## src/rtl/serial_adder_ctrl_if.sv

```systemverilog
// Start/operand/result bundle for the bit-serial adder controller.
// The master side issues operands; the slave side returns busy/done and the result.
interface serial_adder_ctrl_if #(
   parameter int WIDTH = 8
);
   logic             start;
   logic [WIDTH-1:0] a;
   logic [WIDTH-1:0] b;
   logic             cin;
   logic             busy;
   logic             done;
   logic [WIDTH-1:0] sum;
   logic             cout;

   modport master (
      output start, a, b, cin,
      input  busy, done, sum, cout
   );

   modport slave (
      input  start, a, b, cin,
      output busy, done, sum, cout
   );
endinterface

```

## src/rtl/serial_adder_ctrl.sv

```systemverilog
// Bit-serial adder controller: one full adder walks the operands LSB first,
// one bit per SHIFT edge, then publishes {cout,sum} with a one-cycle done pulse.
module serial_adder_ctrl #(
   parameter int WIDTH = 8
) (
   input  logic                clk,
   input  logic                rst,
   serial_adder_ctrl_if.slave  bus
);
   localparam int CW = $clog2(WIDTH) + 1;
   localparam logic [CW-1:0] LAST = CW'(WIDTH - 1);

   typedef enum logic [1:0] {
      ST_IDLE  = 2'd0,
      ST_SHIFT = 2'd1,
      ST_DONE  = 2'd2
   } state_t;

   state_t           state_q, state_d;
   logic [WIDTH-1:0] a_sr_q, a_sr_d;
   logic [WIDTH-1:0] b_sr_q, b_sr_d;
   logic [WIDTH-1:0] s_sr_q, s_sr_d;
   logic [WIDTH-1:0] sum_q, sum_d;
   logic [CW-1:0]    cnt_q, cnt_d;
   logic             carry_q, carry_d;
   logic             cout_q, cout_d;
   logic             busy_q, busy_d;
   logic             done_q, done_d;
   logic             fa_s, fa_c;

   // Returns {carry_out, sum_bit}.
   function automatic logic [1:0] full_add(input logic x, input logic y, input logic ci);
      return {(x & y) | (x & ci) | (y & ci), x ^ y ^ ci};
   endfunction

   // Next-state, datapath and output decode.
   always_comb begin
      state_d  = state_q;
      a_sr_d   = a_sr_q;
      b_sr_d   = b_sr_q;
      s_sr_d   = s_sr_q;
      sum_d    = sum_q;
      cnt_d    = cnt_q;
      carry_d  = carry_q;
      cout_d   = cout_q;
      {fa_c, fa_s} = full_add(a_sr_q[0], b_sr_q[0], carry_q);

      case (state_q)
         ST_IDLE: begin
            if (bus.start) begin
               a_sr_d  = bus.a;
               b_sr_d  = bus.b;
               carry_d = bus.cin;
               s_sr_d  = '0;
               cnt_d   = '0;
               state_d = ST_SHIFT;
            end else begin
               state_d = ST_IDLE;
            end
         end
         ST_SHIFT: begin
            s_sr_d  = {fa_s, s_sr_q[WIDTH-1:1]};
            a_sr_d  = {1'b0, a_sr_q[WIDTH-1:1]};
            b_sr_d  = {1'b0, b_sr_q[WIDTH-1:1]};
            carry_d = fa_c;
            cnt_d   = cnt_q + CW'(1);
            // The final bit is folded straight into the published result.
            if (cnt_q == LAST) begin
               sum_d   = {fa_s, s_sr_q[WIDTH-1:1]};
               cout_d  = fa_c;
               state_d = ST_DONE;
            end else begin
               state_d = ST_SHIFT;
            end
         end
         ST_DONE: begin
            state_d = ST_IDLE;
         end
         default: begin
            state_d = ST_IDLE;
         end
      endcase

      busy_d = (state_d != ST_IDLE);
      done_d = (state_d == ST_DONE);
   end

   // State and datapath registers.
   always_ff @(posedge clk or posedge rst) begin
      if (rst) begin
         state_q <= ST_IDLE;
         a_sr_q  <= '0;
         b_sr_q  <= '0;
         s_sr_q  <= '0;
         sum_q   <= '0;
         cnt_q   <= '0;
         carry_q <= 1'b0;
         cout_q  <= 1'b0;
         busy_q  <= 1'b0;
         done_q  <= 1'b0;
      end else begin
         state_q <= state_d;
         a_sr_q  <= a_sr_d;
         b_sr_q  <= b_sr_d;
         s_sr_q  <= s_sr_d;
         sum_q   <= sum_d;
         cnt_q   <= cnt_d;
         carry_q <= carry_d;
         cout_q  <= cout_d;
         busy_q  <= busy_d;
         done_q  <= done_d;
      end
   end

   assign bus.busy = busy_q;
   assign bus.done = done_q;
   assign bus.sum  = sum_q;
   assign bus.cout = cout_q;
endmodule
```

## src/flat_wrapper.sv

```systemverilog
// flat-port wrapper written by rule: the top's interface ports become plain ports
module serial_adder_ctrl_flat 
#(
   parameter int WIDTH = 8
)
  (clk, rst, bus_start, bus_a, bus_b, bus_cin, bus_busy, bus_done, bus_sum, bus_cout);
  serial_adder_ctrl_if #(.WIDTH(WIDTH)) bus_i ();
  input  logic clk;
  input  logic rst;
  input wire logic [$bits(bus_i.start)-1:0] bus_start;
  input wire logic [$bits(bus_i.a)-1:0] bus_a;
  input wire logic [$bits(bus_i.b)-1:0] bus_b;
  input wire logic [$bits(bus_i.cin)-1:0] bus_cin;
  output wire logic [$bits(bus_i.busy)-1:0] bus_busy;
  output wire logic [$bits(bus_i.done)-1:0] bus_done;
  output wire logic [$bits(bus_i.sum)-1:0] bus_sum;
  output wire logic [$bits(bus_i.cout)-1:0] bus_cout;
  assign bus_i.start = bus_start;
  assign bus_i.a = bus_a;
  assign bus_i.b = bus_b;
  assign bus_i.cin = bus_cin;
  assign bus_busy = bus_i.busy;
  assign bus_done = bus_i.done;
  assign bus_sum = bus_i.sum;
  assign bus_cout = bus_i.cout;
  serial_adder_ctrl #(.WIDTH(WIDTH)) u_core (.clk(clk), .rst(rst), .bus(bus_i));
endmodule
```

## config.mk

```make
export PLATFORM = sky130hd
export DESIGN_NAME = serial_adder_ctrl_flat
export DESIGN_NICKNAME = d
export VERILOG_FILES = /design/src/rtl/serial_adder_ctrl_if.sv /design/src/rtl/serial_adder_ctrl.sv /design/src/flat_wrapper.sv
export SDC_FILE = /design/constraint.sdc
export NUM_CORES = 1
export LEC_CHECK = 0
export CAP_MARGIN = 30
export CORE_ASPECT_RATIO = 0.7
export CORE_MARGIN = 2
export CORE_UTILIZATION = 30
export DETAILED_ROUTE_END_ITERATION = 8
export HOLD_SLACK_MARGIN = 0.02
export PLACE_DENSITY = 0.49
export SLEW_MARGIN = 20
export SYNTH_ARGS = -nofsm -noshare
export SYNTH_HDL_FRONTEND = slang
export SYNTH_SLANG_ARGS = --single-unit
```

## constraint.sdc

```tcl
create_clock -name clk -period 3.59 [get_ports clk]
set_clock_uncertainty 0.05 [all_clocks]
set_input_delay 0.718 -clock clk [delete_from_list [all_inputs] [get_ports clk]]
set_output_delay 0.718 -clock clk [all_outputs]
set_load 0.05 [all_outputs]
```

==> results by group, run 1 <==
Run status
  – Status: complete, no violations

Cells and area
  – Final instance area: 2170 sq um
  – N_diodes: 0
  – Area growth syn-to-layout: 28.4%
  – Final nets: around 190
  – Fraction of layout cells with a size suffix above 1: 0.135

Floorplan
  – Ports: 31
  – Cell row count: 22
  – Initial Utilization: 0.316
  – Die footprint: between 6000 and 7000 sq um
  – Core box area: ~5300 sq um
  – Die Height: roughly 67 microns
  – Die W: between 90 and 100 microns

Clock tree
  – # hold bufs at CTS: 0
  – Num CTS Buffers: 5
  – Clock root cell: clkbuf_8
  – Clock tree sinks: 41
  – TritonCTS clock tree: yes
  – Post-CTS setup buffers: 0
  – Clock latency on the worst-skew pair: 0.29 ns
  – Post-CTS sizing: 0
  – CTS HTree Levels: 2
  – Buffers from clock root to sink, at most: 2
  – Reg clk slew, reported paths: 0.08 ns

Critical path
  – CP Launch Point: u_core.bus.sum[7]
  – CP max stage cell: clkdlybuf4s50_1
  – Worst setup EP type: output pin
  – Worst r2r src: u_core.state_q[0]
  – R2R Setup Slk: ~1.5 ns
  – Reg2Reg Depth: 3
  – Reg2reg end: u_core.cnt_q[3]
  – Buf/Inv on CP: 1
  – Crit-path leading delay family: buffers and inverters
  – Critical path arrival: between 1 and 1.5 ns
  – Worst setup SP type: flip-flop
  – Worst-path cell chain: clkdlybuf4s50_1
  – CP required: around 2.8 ns
  – Slowest stage delay, CP: just over 0.8 ns
  – Worst-path maximum fanout: 2
  – Worst setup path class: flip-flop to output pin

Timing
  – Hold_ws: 0.431 ns
  – Worst-margin pin slew: roughly 0.8 ns
  – Tcrit/Tclk final: 0.621
  – Endpoints failing hold: 0
  – Fin. max-slew vios: 0
  – Min Tclk post-route: 2.23 ns
  – Final setup fails: 0
  – Slew margin rel.: 0.468
  – F_max: ~450 MHz
  – RSZ-0062 raised after global routing: false
  – Final worst setup slack: 1.36 ns
  – Setup TNS: 0 ns

Routing
  – DR vias: approximately 1200
  – Wire per inst: ~14 microns
  – Avg Vias per Cell: ~5
  – Final antenna-violating net count: 0
  – WL final: around 3400 microns
  – DRC: 0
  – DRT Pass-1 Iters: 4
  – 1st-iter DRT viols: 48

Worst hold path
  – Hold_sp: u_core.b_sr_q[1]
  – WHS Endpoint: u_core.b_sr_q[1]
  – Hold depth: 2
  – Hold Path Class: flip-flop to flip-flop

Power and ir drop
  – Power Dens Cells: 800 nW/um^2
  – Leakage: ~0.00094 uW
  – Pwr Total: about 1700 uW
  – Max rail drop VDD: 0.381 mV

Global routing
  – GRT Util Overall: 0.123
  – Total gr overflow: 0
  – First-pass GRT wire length: roughly 5700 microns
  – Vias in the first global route: about 1200
  – Pin count of the biggest net entering global routing: 42
  – Initial antenna violation count: 0

Yosys
  – Fraction of synthesis flops using an asynchronous set or reset pin: 1.00
  – Cells after synthesis: roughly 140
  – Yosys cell types: 25
  – Seq/Total Area, Yosys: 0.607
  – Post-Syn Nets: 161
  – Top cell type by total area after synthesis: dfrtp_1
  – Post-synth top cells: dfrtp_1, nand2_1, o21ai_0, a22oi_1, a22o_1
  – Flop and latch count out of synthesis: slightly above 40
  – Most frequent cell after synthesis: dfrtp_1
  – Syn avg cell area: ~12 sq um
  – Top cell type's share of synthesized area: 0.607
  – Top cells by area, synth: dfrtp_1, mux2_2, a22oi_1
  – Synth Cell Area: 1690 sq um
  – Post-synth EDFFs: 0
  – Ys flop type: dfrtp_1
  – Syn. warnings: 0

Place
  – Post-place setup slack: roughly 1.1 ns
  – Placed inst area: 2060 sq um
  – Dpl hpwl: 2200 microns
  – Routability cong.: around 0.71
  – # port buffers: 30

Run
  – Max-Cap Viols: 0
[routing by layer]
| layer | share of wire | track usage |
|---|---|---|
| met5 | 0 | 0 |
| met4 | 0.014 | 0.0435 |
| met3 | 0.046 | 0.0509 |
| met2 | 0.44 | 0.179 |
| met1 | 0.50 | 0.164 |
[worst max path at each step]
stage                             endpoint  cells past startpoint
after floorplan           u_core.a_sr_q[0]                      1
after global placement    u_core.a_sr_q[1]                      4
after detailed placement  u_core.b_sr_q[6]                      4
after CTS                       bus_sum[6]                      1
after global routing       u_core.cnt_q[3]                      3
final                           bus_sum[7]                      1
[final cells by class]
type / count / area, sq um
tap: 72 / 90.1
clock inverter: 2 / 35.0
fill: 514 / 3170
inverter: 3 / 11.3
sequential: 41 / 1030
timing repair buffer: 33 / 323
clock buffer: 5 / 68.8
multi-input combinational: 87 / 614
[where the power goes]
part | internal [uW] | switching [uW]
Sequential | 621 | 138
Clock | 202 | 154
Combinational | 273 | 348
[per-stage QoR]
step | std cells | util
4_1_cts | 242 | 0.405
3_3_place_gp | 235 | 0.385
2_1_floorplan | 139 | -
3_5_place_dp | 235 | 0.385
5_1_grt | 243 | 0.406
6_report | 243 | 0.406
[cells by family after synthesis]
logic type,after synthesis,share of synthesized area
compound gates,47,0.196
mux,10,0.0667
simple gates,28,0.0815
buf+inv,11,0.0289
flops,41,0.607
fa+ha+maj,2,0.0193
[registers in the layout, summed over array words and instances, names as in the netlist]
| signal | cells |
|---|---|
| u_core.s_sr_q | 7 |
| u_core.bus.done | 1 |
| u_core.b_sr_q | 8 |
| u_core.bus.cout | 1 |
| u_core.carry_q | 1 |
| u_core.a_sr_q | 8 |
| u_core.state_q | 2 |
| u_core.cnt_q | 4 |
| u_core.bus.sum | 8 |
| u_core.bus.busy | 1 |
[layout by cell type, fill, tap and decap left out]
master	Yosys	final
inv_1	3	3
nor3_4	1	1
o21bai_2	1	1
a22o_1	11	11
nand2b_1	1	1
dfrtp_1	41	41
ha_1	1	1
clkinv_2	0	1
o21ai_0	15	15
fa_1	1	1
nand2_1	17	17
nand2b_2	1	1
mux2_2	10	10
nor2_1	2	2
a31oi_1	1	1
buf_4	0	3
nor2b_1	2	2
a221o_1	1	1
a2bb2oi_1	1	1
a41oi_1	1	1
nand3_1	1	1
a22oi_1	14	14
clkbuf_8	0	5
clkdlybuf4s50_1	0	30
bufinv_16	0	1
nor3_1	2	2
a21oi_1	2	2
nand3b_1	1	1
Note: power is estimated with default switching activity, not from simulation.
==> inputs of run 2 (changes only) <==
- PLACE_DENSITY: 0.49 -> 0.5
- clock period: 3.59 -> 1.79 ns (I/O delays scaled with it)
==> run 2 against run 1 <==
- final area rose by 1.4%
- via count rose by 2.6%
- clock-buffer cell count did not move
- combinational power rose by 110%
- first-iteration DRC count rose by 17%
- sequential cell count did not move
- critical path type is now flip-flop to flip-flop
- highest routed layer unchanged
==> results by group, run 2 (synthesis results as in run 1) <==
Power and ir drop
  – Sw Pwr: 1300 uW (+100%)
  – Pint: 2210 uW (+100%)
  – Pwr Total: 3510 uW (+100%)
  – Switch share: 0.371 (+0.00208)
  – Reg power frac: 0.421 (-0.016)
  – Leakage: 0.000988 uW (+5.5%)
  – Max rail drop VDD: 0.449 mV (+18%)
  – Power Dens Cells: 1600 nW/um^2 (+99%)
  – Clock group share of total power: 0.201 (-0.004)
  – Comb pwr share: 0.378 (+0.020)

Timing
  – Fin. max-slew vios: 0 (unchanged)
  – Final setup fails: 0 (unchanged)
  – Min Tclk post-route: approximately 1.6 ns
  – Slew margin rel.: 0.830 (+0.362)
  – RSZ-0062 raised after global routing: false
  – Setup TNS: 0 ns (unchanged)
  – Worst-margin pin slew: 0.252 ns (-0.544 ns)
  – Endpoints failing hold: 0 (unchanged)
  – F_max: about 620 MHz
  – Tcrit/Tclk final: 0.900
  – Final worst setup slack: 0.180 ns (-1.18 ns)

Critical path
  – Worst-path maximum fanout: 10 (+8)
  – Worst-path cell chain: ha_1, nand2_1, nor3_4, buf_4, mux2_2
  – Worst setup EP type: flip-flop
  – Critical path arrival: 1.73 ns (+0.27 ns)
  – CP required: 1.91 ns (-0.91 ns)
  – Worst setup SP type: flip-flop
  – CP max stage cell: dfrtp_1
  – Slowest stage delay, CP: 0.42 ns (-0.39 ns)
  – Worst setup path class: flip-flop to flip-flop

Clock tree
  – Num CTS Buffers: 5 (unchanged)
  – TritonCTS clock tree: yes
  – Clock root cell: clkbuf_8
  – Post-CTS sizing: 0 (unchanged)
  – Clock tree sinks: 41 (unchanged)
  – # hold bufs at CTS: 0 (unchanged)
  – Reg clk slew, reported paths: 0.08 ns (about the same)
  – Buffers from clock root to sink, at most: 2 (unchanged)
  – Clock latency on the worst-skew pair: 0.29 ns (about the same)
  – Post-CTS setup buffers: 0 (unchanged)
  – CTS HTree Levels: 2 (unchanged)

Place
  – Dpl hpwl: 2470 microns (+12%)
  – Routability cong.: 0.730 (+3.2%)
  – Dpl cells: 242 (+3.0%)
  – Post-place setup slack: 0.0558 ns (-1.01 ns)
  – # port buffers: 30 (unchanged)

Cells and area
  – Fraction of layout cells with a size suffix above 1: 0.226 (+0.0915)
  – Commonest non-fill, non-tap cell in the layout: dfrtp_1
  – Final nets: 199 (+3.1%)
  – Most frequent cells in the layout: dfrtp_1, clkdlybuf4s50_1, buf_4
  – FF+latch area: 1030 sq um (unchanged)
  – Final core utilization: 0.412 (+0.00562)
  – Multi-input gate area: 614 sq um (unchanged)
  – Area growth syn-to-layout: 30.1%
  – N_diodes: 0 (unchanged)
  – Filler instances: 530 (+3.1%)
  – Fin cells: 249 (+2.5%)

Routing
  – Avg Vias per Cell: 4.88 (+0.15%)
  – DRC: 0 (unchanged)
  – WL final: 3570 microns (+6.2%)
  – DR vias: 1214 (+2.6%)
  – 1st-iter DRT viols: 56 (+17%)
  – Final antenna-violating net count: 0 (unchanged)
  – Wire per inst: 14.3 microns (+3.7%)
  – DRT Pass-1 Iters: 4 (unchanged)

Global routing
  – Pin count of the biggest net entering global routing: 42 (unchanged)
  – Total gr overflow: 0 (unchanged)
  – Initial antenna violation count: 0 (unchanged)
  – Vias in the first global route: 1248 (+3.9%)
  – GRT Util Overall: 0.131 (+0.00864)
  – First-pass GRT wire length: 6150 microns (+7.5%)

Run
  – Max-Cap Viols: 0 (unchanged)

Worst hold path
  – Hold Path Class: input pin to asynchronous set/reset pin

Floorplan
  – Ports: 31 (unchanged)
  – Die Height: 66.8 microns (unchanged)
  – Core box area: 5340 sq um (unchanged)
  – Cell row count: 22 (unchanged)
  – Initial Utilization: 0.316 (unchanged)
  – Die footprint: 6260 sq um (unchanged)
  – Die W: 93.7 microns (unchanged)

Run status
  – Status: complete, no violations
[run 2: changes by cell type in the layout (fill, tap and decap cells not counted)]
cell,previous run,this run
buf_4,3,19
buf_12,0,1
clkdlybuf4s50_1,30,19
[run 2: worst max-delay path, delay by kind of cell, from the launching register on]
family / cells / cell delay (ns)
adder cells (fa/ha/maj): 1 / 0.21
buffers and inverters: 1 / 0.21
flip-flops: 1 / 0.42
multiplexers: 1 / 0.35
AND/OR/NAND/NOR: 2 / 0.26
[run 2: worst paths after layout]
path	to	cells after the start	start	slack, ns
min	u_core.bus.sum[0]	3	rst	0.38
max	u_core.bus.sum[7]	5	u_core.cnt_q[0]	0.18
max in group asynchronous	u_core.b_sr_q[5]	3	rst	1.11
min reg2reg	u_core.b_sr_q[1]	2	u_core.b_sr_q[1]	0.44
max reg2reg	u_core.bus.sum[7]	5	u_core.cnt_q[0]	0.18
min in group clk	u_core.b_sr_q[1]	2	u_core.b_sr_q[1]	0.44
[run 2: per-stage QoR]
step | instance area, sq um | hold WS [ns]
finish | 2200 | 0.384
global placement | 2090 | 0.413
CTS | 2200 | 0.381
floorplan | 1690 | 0.400
global route | 2200 | 0.421
detailed placement | 2090 | 0.421
[run 2: routing by layer]
layer / vias up / GRT usage / part of all wire
li1: 580 / - / -
met1: 602 / 0.187 / 0.53
met2: 25 / 0.187 / 0.42
met3: 7 / 0.0407 / 0.040
met4: 0 / 0.0489 / 0.013
met5: - / 0 / 0
[run 2: power by group through the flow]
stage / logic (uW) / clock network, uW / registers, uW
CTS: 1340 / 729 / 1480
detailed placement: 1340 / 0 / 1500
global placement: 1310 / 0 / 1490
finish: 1330 / 705 / 1480
floorplan: 629 / 0 / 1760
global route: 1450 / 772 / 1530
[run 2: final cells by class]
type | count | area share
tap | 72 | 0.0410
clock buffer | 5 | 0.0313
sequential | 41 | 0.467
clock inverter | 2 | 0.0159
multi-input combinational | 87 | 0.279
inverter | 3 | 0.00512
timing repair buffer | 39 | 0.161
==> inputs of run 3 (changes only) <==
- CTS_CLUSTER_SIZE: default -> 30
==> results of run 3 <==
No change in the layout: final DEF, timing and power equal those of run 2.
